File: src/rtl/bp_pkg.sv
// bp_pkg: shared types and helpers for the branch predictor.
//   btb_entry_t  - one BTB slot {valid, tag, target}; fields sized to
//                  BP_MAX_W so the type can be shared across ADDR_W choices
//                  (ADDR_W must not exceed BP_MAX_W).
//   ctr_init     - weakly-not-taken counter value for a given width.
//   sat_inc/dec  - saturating counter steps.
//   pht_index    - PC-only or gshare (PC ^ history) counter index.
package bp_pkg;

    localparam int BP_MAX_W = 16;

    typedef struct packed {
        logic                valid;
        logic [BP_MAX_W-1:0] tag;
        logic [BP_MAX_W-1:0] target;
    } btb_entry_t;

    function automatic int ctr_init(input int cnt_w);
        return (1 << (cnt_w - 1)) - 1;
    endfunction

    function automatic int sat_inc(input int v, input int cnt_w);
        return (v >= (1 << cnt_w) - 1) ? v : v + 1;
    endfunction

    function automatic int sat_dec(input int v);
        return (v <= 0) ? 0 : v - 1;
    endfunction

    // History is zero-extended into the low index bits before the XOR.
    function automatic int pht_index(input int pc, input int ghr, input bit gshare,
                                     input int idx_w);
        if (gshare)
            return (pc ^ ghr) & ((1 << idx_w) - 1);
        return pc & ((1 << idx_w) - 1);
    endfunction

endpackage

File: src/rtl/bp_pht.sv
// bp_pht: pattern history table of saturating direction counters.
//   clk, rst_n   - clock, async active-low reset (counters -> init value)
//   clr_i        - synchronous flush to init value, beats any write
//   rd_idx_i     - combinational read index; rd_taken_o = counter MSB
//   wr_en_i, wr_idx_i, wr_taken_i - saturating inc (taken) / dec (not taken)
module bp_pht import bp_pkg::*; #(
    parameter int ENTRIES = 16,
    parameter int CNT_W   = 2,
    parameter int IDX_W   = $clog2(ENTRIES)
) (
    input  logic             clk,
    input  logic             rst_n,
    input  logic             clr_i,
    input  logic [IDX_W-1:0] rd_idx_i,
    output logic             rd_taken_o,
    input  logic             wr_en_i,
    input  logic [IDX_W-1:0] wr_idx_i,
    input  logic             wr_taken_i
);

    localparam logic [CNT_W-1:0] INIT = CNT_W'(ctr_init(CNT_W));

    logic [CNT_W-1:0] ctr_q [ENTRIES];
    logic [CNT_W-1:0] ctr_d;

    assign rd_taken_o = ctr_q[rd_idx_i][CNT_W-1];

    always_comb begin
        ctr_d = ctr_q[wr_idx_i];
        if (wr_taken_i)
            ctr_d = CNT_W'(sat_inc(int'(ctr_q[wr_idx_i]), CNT_W));
        else
            ctr_d = CNT_W'(sat_dec(int'(ctr_q[wr_idx_i])));
    end

    always_ff @(posedge clk or negedge rst_n) begin
        if (!rst_n) begin
            for (int i = 0; i < ENTRIES; i++) ctr_q[i] <= INIT;
        end else if (clr_i) begin
            for (int i = 0; i < ENTRIES; i++) ctr_q[i] <= INIT;
        end else if (wr_en_i) begin
            ctr_q[wr_idx_i] <= ctr_d;
        end
    end

endmodule

File: src/rtl/branch_predictor_btb.sv
// branch_predictor_btb: direction counters + tagged BTB + global history.
//   lookup_pc      -> pred_taken/pred_hit/pred_target/pred_ghr (0-cycle,
//                     read from registered state, no update bypass)
//   upd_*          - resolved branch from execute; one accepted per cycle
//   clr            - synchronous flush, drops a same-cycle update
//   miss_count     - saturating count of qualified mispredicts
module branch_predictor_btb import bp_pkg::*; #(
    parameter int ADDR_W  = 10,
    parameter int ENTRIES = 16,
    parameter int CNT_W   = 2,
    parameter int GHR_W   = 4,
    parameter int GSHARE  = 0
) (
    input  logic              clk,
    input  logic              rst_n,
    input  logic [ADDR_W-1:0] lookup_pc,
    output logic              pred_taken,
    output logic              pred_hit,
    output logic [ADDR_W-1:0] pred_target,
    output logic [GHR_W-1:0]  pred_ghr,
    input  logic              upd_valid,
    input  logic [ADDR_W-1:0] upd_pc,
    input  logic              upd_taken,
    input  logic [ADDR_W-1:0] upd_target,
    input  logic [GHR_W-1:0]  upd_ghr,
    input  logic              upd_mispredict,
    input  logic              clr,
    output logic [15:0]       miss_count
);

    localparam int IDX_W = $clog2(ENTRIES);

    btb_entry_t       btb_q [ENTRIES];
    logic [GHR_W-1:0] ghr_q, ghr_d;
    logic [15:0]      miss_q, miss_d;

    logic [IDX_W-1:0] lk_idx, lk_pht_idx, up_idx, up_pht_idx;
    btb_entry_t       lk_ent;
    logic             pht_taken;
    logic             unused_tgt_hi;

    assign lk_idx     = lookup_pc[IDX_W-1:0];
    assign up_idx     = upd_pc[IDX_W-1:0];
    // Lookups hash with the live history; updates with the snapshot that
    // travelled down the pipe, so both land on the same counter.
    assign lk_pht_idx = IDX_W'(pht_index(int'(lookup_pc), int'(ghr_q), GSHARE != 0, IDX_W));
    assign up_pht_idx = IDX_W'(pht_index(int'(upd_pc), int'(upd_ghr), GSHARE != 0, IDX_W));

    assign lk_ent        = btb_q[lk_idx];
    assign unused_tgt_hi = ^lk_ent.target;

    assign pred_hit    = lk_ent.valid && (lk_ent.tag == BP_MAX_W'(lookup_pc >> IDX_W));
    assign pred_target = pred_hit ? lk_ent.target[ADDR_W-1:0] : '0;
    assign pred_taken  = pred_hit & pht_taken;
    assign pred_ghr    = ghr_q;
    assign miss_count  = miss_q;

    bp_pht #(.ENTRIES(ENTRIES), .CNT_W(CNT_W), .IDX_W(IDX_W)) u_pht (
        .clk        (clk),
        .rst_n      (rst_n),
        .clr_i      (clr),
        .rd_idx_i   (lk_pht_idx),
        .rd_taken_o (pht_taken),
        .wr_en_i    (upd_valid),
        .wr_idx_i   (up_pht_idx),
        .wr_taken_i (upd_taken)
    );

    always_comb begin
        ghr_d  = ghr_q;
        miss_d = miss_q;
        if (upd_valid) begin
            // Truncating the concatenation drops the oldest bit; also covers GHR_W = 1.
            ghr_d = GHR_W'({ghr_q, upd_taken});
            if (upd_mispredict && miss_q != 16'hFFFF) miss_d = miss_q + 16'd1;
        end
    end

    always_ff @(posedge clk or negedge rst_n) begin
        if (!rst_n) begin
            ghr_q  <= '0;
            miss_q <= '0;
        end else if (clr) begin
            ghr_q  <= '0;
            miss_q <= '0;
        end else begin
            ghr_q  <= ghr_d;
            miss_q <= miss_d;
        end
    end

    // Only taken branches allocate; a conflicting tag is simply replaced.
    always_ff @(posedge clk or negedge rst_n) begin
        if (!rst_n) begin
            for (int i = 0; i < ENTRIES; i++) btb_q[i] <= '0;
        end else if (clr) begin
            for (int i = 0; i < ENTRIES; i++) btb_q[i] <= '0;
        end else if (upd_valid && upd_taken) begin
            btb_q[up_idx] <= '{valid:  1'b1,
                               tag:    BP_MAX_W'(upd_pc >> IDX_W),
                               target: BP_MAX_W'(upd_target)};
        end
    end

endmodule

File: config.mk
export PLATFORM = sky130hd
export DESIGN_NAME = branch_predictor_btb
export DESIGN_NICKNAME = d
export VERILOG_FILES = /design/src/rtl/bp_pkg.sv /design/src/rtl/bp_pht.sv /design/src/rtl/branch_predictor_btb.sv
export SDC_FILE = /design/constraint.sdc
export NUM_CORES = 1
export LEC_CHECK = 0
export CORE_MARGIN = 5
export CORE_UTILIZATION = 60
export DETAILED_ROUTE_END_ITERATION = 6
export PLACE_DENSITY = 0.79
export SETUP_SLACK_MARGIN = 0.02
export SYNTH_ARGS = -nofsm -noshare
export SYNTH_HDL_FRONTEND = slang
export SYNTH_SLANG_ARGS = --single-unit
export TNS_END_PERCENT = 1
File: constraint.sdc
create_clock -name clk -period 3.3 [get_ports clk]
set_input_delay 0.66 -clock clk [delete_from_list [all_inputs] [get_ports clk]]
set_output_delay 0.66 -clock clk [all_outputs]
set_load 0.02 [all_outputs]
==> results_dict.tcl <==
set metrics [dict create \
    synth_top_family_by_area "compound AO/OA/AOI/OAI gates" \
    clkSinkCount 324 \
    clockRootBuffer "clkbuf_16" \
    finalWirelength_um 43400 \
    arrival_ns 2.82 \
    dr.first_iter.drc_count 1175 \
    path_cells "mux4_2, mux2i_2, xor2_1, and3_4, o2111ai_4, buf_12, nor3b_4, buf_6" \
    yosysSeqAreaShare 0.553 \
    vias_per_cell 7.14 \
    max-cap-violations 0 \
    cp-start-kind "flip-flop" \
    cts_tree "done" \
    post-synth-top-area-fraction 0.524 \
    path_buf_inv 2 \
    synth.area.top_cells "dfrtp_1 (52%), a22o_1 (15%), mux4_2 (13%)" \
    violations "setup timing" \
    initial_utilization 0.606 \
    grt_pass1_wl_um 68400 \
    vias 10800 \
    synth.largest_area_cell "dfrtp_1" \
    synth-simple-area-share 0.0466 \
    rsz0062_at_grt "yes" \
    fillers 1529 \
    insertion_delay_ns 0.51 \
    synthAdderAreaFrac 0.00238 \
    antenna_found_initial 0 \
    synth.distinct_cells 46 \
    hold_buffers 0 \
    routabilityCongestion 0.861 \
    htreeDepth 2 \
    syn_inst 1072 \
    wl_per_cell_um 28.6 \
    synth_common_cells "dfrtp_1 (308), a22o_1 (256), mux4_2 (84)" \
    grt_max_degree 84 \
    die_y_um 167 \
    power.leakage_nw 8.15 \
    area_delta_synth_final_pct 20.6 \
    vdd_drop_max_mv 0.298 \
    outcome "complete, but fails checks" \
    synth.most_common_cell "dfrtp_1" \
    post-route-period-util 1.05 \
    critPathMaxStageDelay_ns 0.49 \
    synth_enable_flop_cells 0 \
    critPathKind "reg -> out" \
    required_ns 2.64 \
    synth-main-ff-cell "dfrtp_1" \
    timing.slew.headroom 0.523 \
    rows 57 \
    layout-drive-gt1-share 0.275 \
    die_w_um 167 \
    synth_compound_area_frac 0.191 \
    grt_pass1_vias 11600 \
    grt.total_usage 0.316 \
    hp-class "in -> async" \
    dp_slack_ns -0.729 \
    portBuffers 67 \
    pin_count 72 \
    dp_hpwl_um 25400 \
    final_hold_viol_count 0 \
    power_density_mw_per_mm2 491 \
    yosys_warnings 0 \
    fin_crit_ns 3.48 \
    grt_overflow_total 0 \
    setup-violations-final 12 \
    end_kind "output port" \
    maxSlewViolCount 0 \
    synth_mux_area_frac 0.162 \
    tightest_slew_ns 0.713 \
    cpLargestDelayFamily "multiplexers" \
    dieArea_sq_mm 0.0277 \
    max_freq_mhz 288 \
    slowest_stage "mux4_2" \
    finalClockSkew_ns 0.0118 \
    antennaDiodeCount 0 \
    fin_tns_setup_ns -1.66 \
    clkTransAtPathRegs_ns 0.06 \
    post-route-util 0.731 \
    worstPathMaxFanout 5 \
    core_area_sq_mm 0.0242 \
    final_nets 1212 \
    synth_fp_nets 1113 \
    postSynthAreaPerCell_sq_um 13.7 \
    synth_xor_area_frac 0.0136 \
    layout_setup_ws_ns -0.177 \
    clockBufferDepth 3 \
    ys_async_sr_fraction 1.00 \
    synth-seq-cells 324 \
    cts_buffers 34 \
    antenna_left 0 \
    drc 0 \
    first_pass_iters 6 \
    syn_area_sq_mm 0.0147 \
]
==> layout by cell type (no fill, tap or decap), drive strengths merged, types with 2 or more instances in the layout <==
cell type | netlist | routed
xor2 | 7 | 7
clkinvlp | 0 | 2
nand4 | 2 | 2
inv | 5 | 6
o21ai | 17 | 17
mux2i | 19 | 19
and3 | 3 | 3
a31oi | 21 | 21
nand2 | 22 | 22
dfstp | 16 | 16
bufinv | 0 | 2
clkbuf | 70 | 54
dfrtp | 308 | 308
nand2b | 4 | 4
mux4 | 93 | 93
a22o | 256 | 256
nor3 | 24 | 24
buf | 39 | 122
and2 | 4 | 4
clkinv | 0 | 2
nand3 | 8 | 8
clkdlybuf4s50 | 0 | 50
mux2 | 4 | 4
maj3 | 2 | 2
a21o | 16 | 16
nor2b | 5 | 5
nor2 | 62 | 62
xnor2 | 15 | 15
a21oi | 29 | 29
nor3b | 9 | 9
==> where the power goes <==
part / internal, mW / switching [mW]
clock network: 2.42 / 1.57
logic: 0.249 / 0.445
registers: 4.01 / 0.0239
total: 6.68 / 2.04
==> flip-flops by register name, indices dropped and copies added, names as in the netlist <==
| signal | count |
|---|---|
| u_pht.ctr_q | 32 |
| btb_q | 272 |
| pred_ghr | 4 |
| miss_count | 16 |
==> layout make-up <==
| cell class | count | area, sq um | share of cell area |
|---|---|---|---|
| flip-flops and latches | 324 | 8130 | 0.458 |
| multi-input cells | 634 | 6290 | 0.355 |
| repair buffers | 172 | 1710 | 0.0965 |
| clock buffers | 54 | 1090 | 0.0613 |
| well taps | 324 | 405 | 0.0229 |
| clock inverters | 7 | 93.8 | 0.00529 |
| inverters | 5 | 18.8 | 0.00106 |
==> routing by layer <==
layer / global-route usage / wire [um] / vias to the layer above
met5: 0 / 0 / -
met4: 0.152 / 2440 / 0
met3: 0.0834 / 4790 / 176
met2: 0.496 / 20600 / 701
met1: 0.416 / 15700 / 5586
li1: - / - / 4384
==> kinds of logic after synthesis <==
logic type	count (synthesis)
AO/OA/AOI/OAI	347
flip-flops	324
AND/OR/NAND/NOR	146
multiplexers	116
buffers and inverters	114
XOR/XNOR	22
adder cells (fa/ha/maj)	3
==> path summary, 6_finish.rpt <==
check | cells past startpoint | start | end | slack [ns]
max in group asynchronous | 2 | rst_n | btb_q[0]$_DFFE_PN0P_ | 2.29
min in group clk | 1 | btb_q[131]$_DFFE_PN0P_ | btb_q[131]$_DFFE_PN0P_ | 0.48
setup / recovery | 8 | btb_q[84]$_DFFE_PN0P_ | pred_target[3] | -0.18
hold reg to reg | 1 | btb_q[131]$_DFFE_PN0P_ | btb_q[131]$_DFFE_PN0P_ | 0.48
setup reg to reg | 6 | u_pht.ctr_q[15]$_DFFE_PN0P_ | u_pht.ctr_q[15]$_DFFE_PN0P_ | 1.18
hold / removal | 1 | rst_n | miss_count[11]$_DFFE_PN0P_ | 0.12
==> through the flow <==
| stage | cells | power, mW | instance area [sq um] | hold slack (ns) |
|---|---|---|---|---|
| detailed placement | 1451 | 4.77 | 16400 | 0.463 |
| global placement | 1451 | 4.75 | 16400 | 0.456 |
| floorplan | 1072 | 4.43 | 14800 | 0.364 |
| finish | 1520 | 8.72 | 17700 | 0.123 |
| CTS | 1518 | 8.73 | 17700 | 0.153 |
| global route | 1520 | 8.97 | 17700 | 0.158 |
==> what timing repair did <==
action	in CTS	in global routing
cloned	1	0
buffers inserted	5	4
endpoints found under the setup margin	12	12
pin swaps	9	10
resized for setup	93	7
No activity file was read; power rests on OpenSTA's default activity.
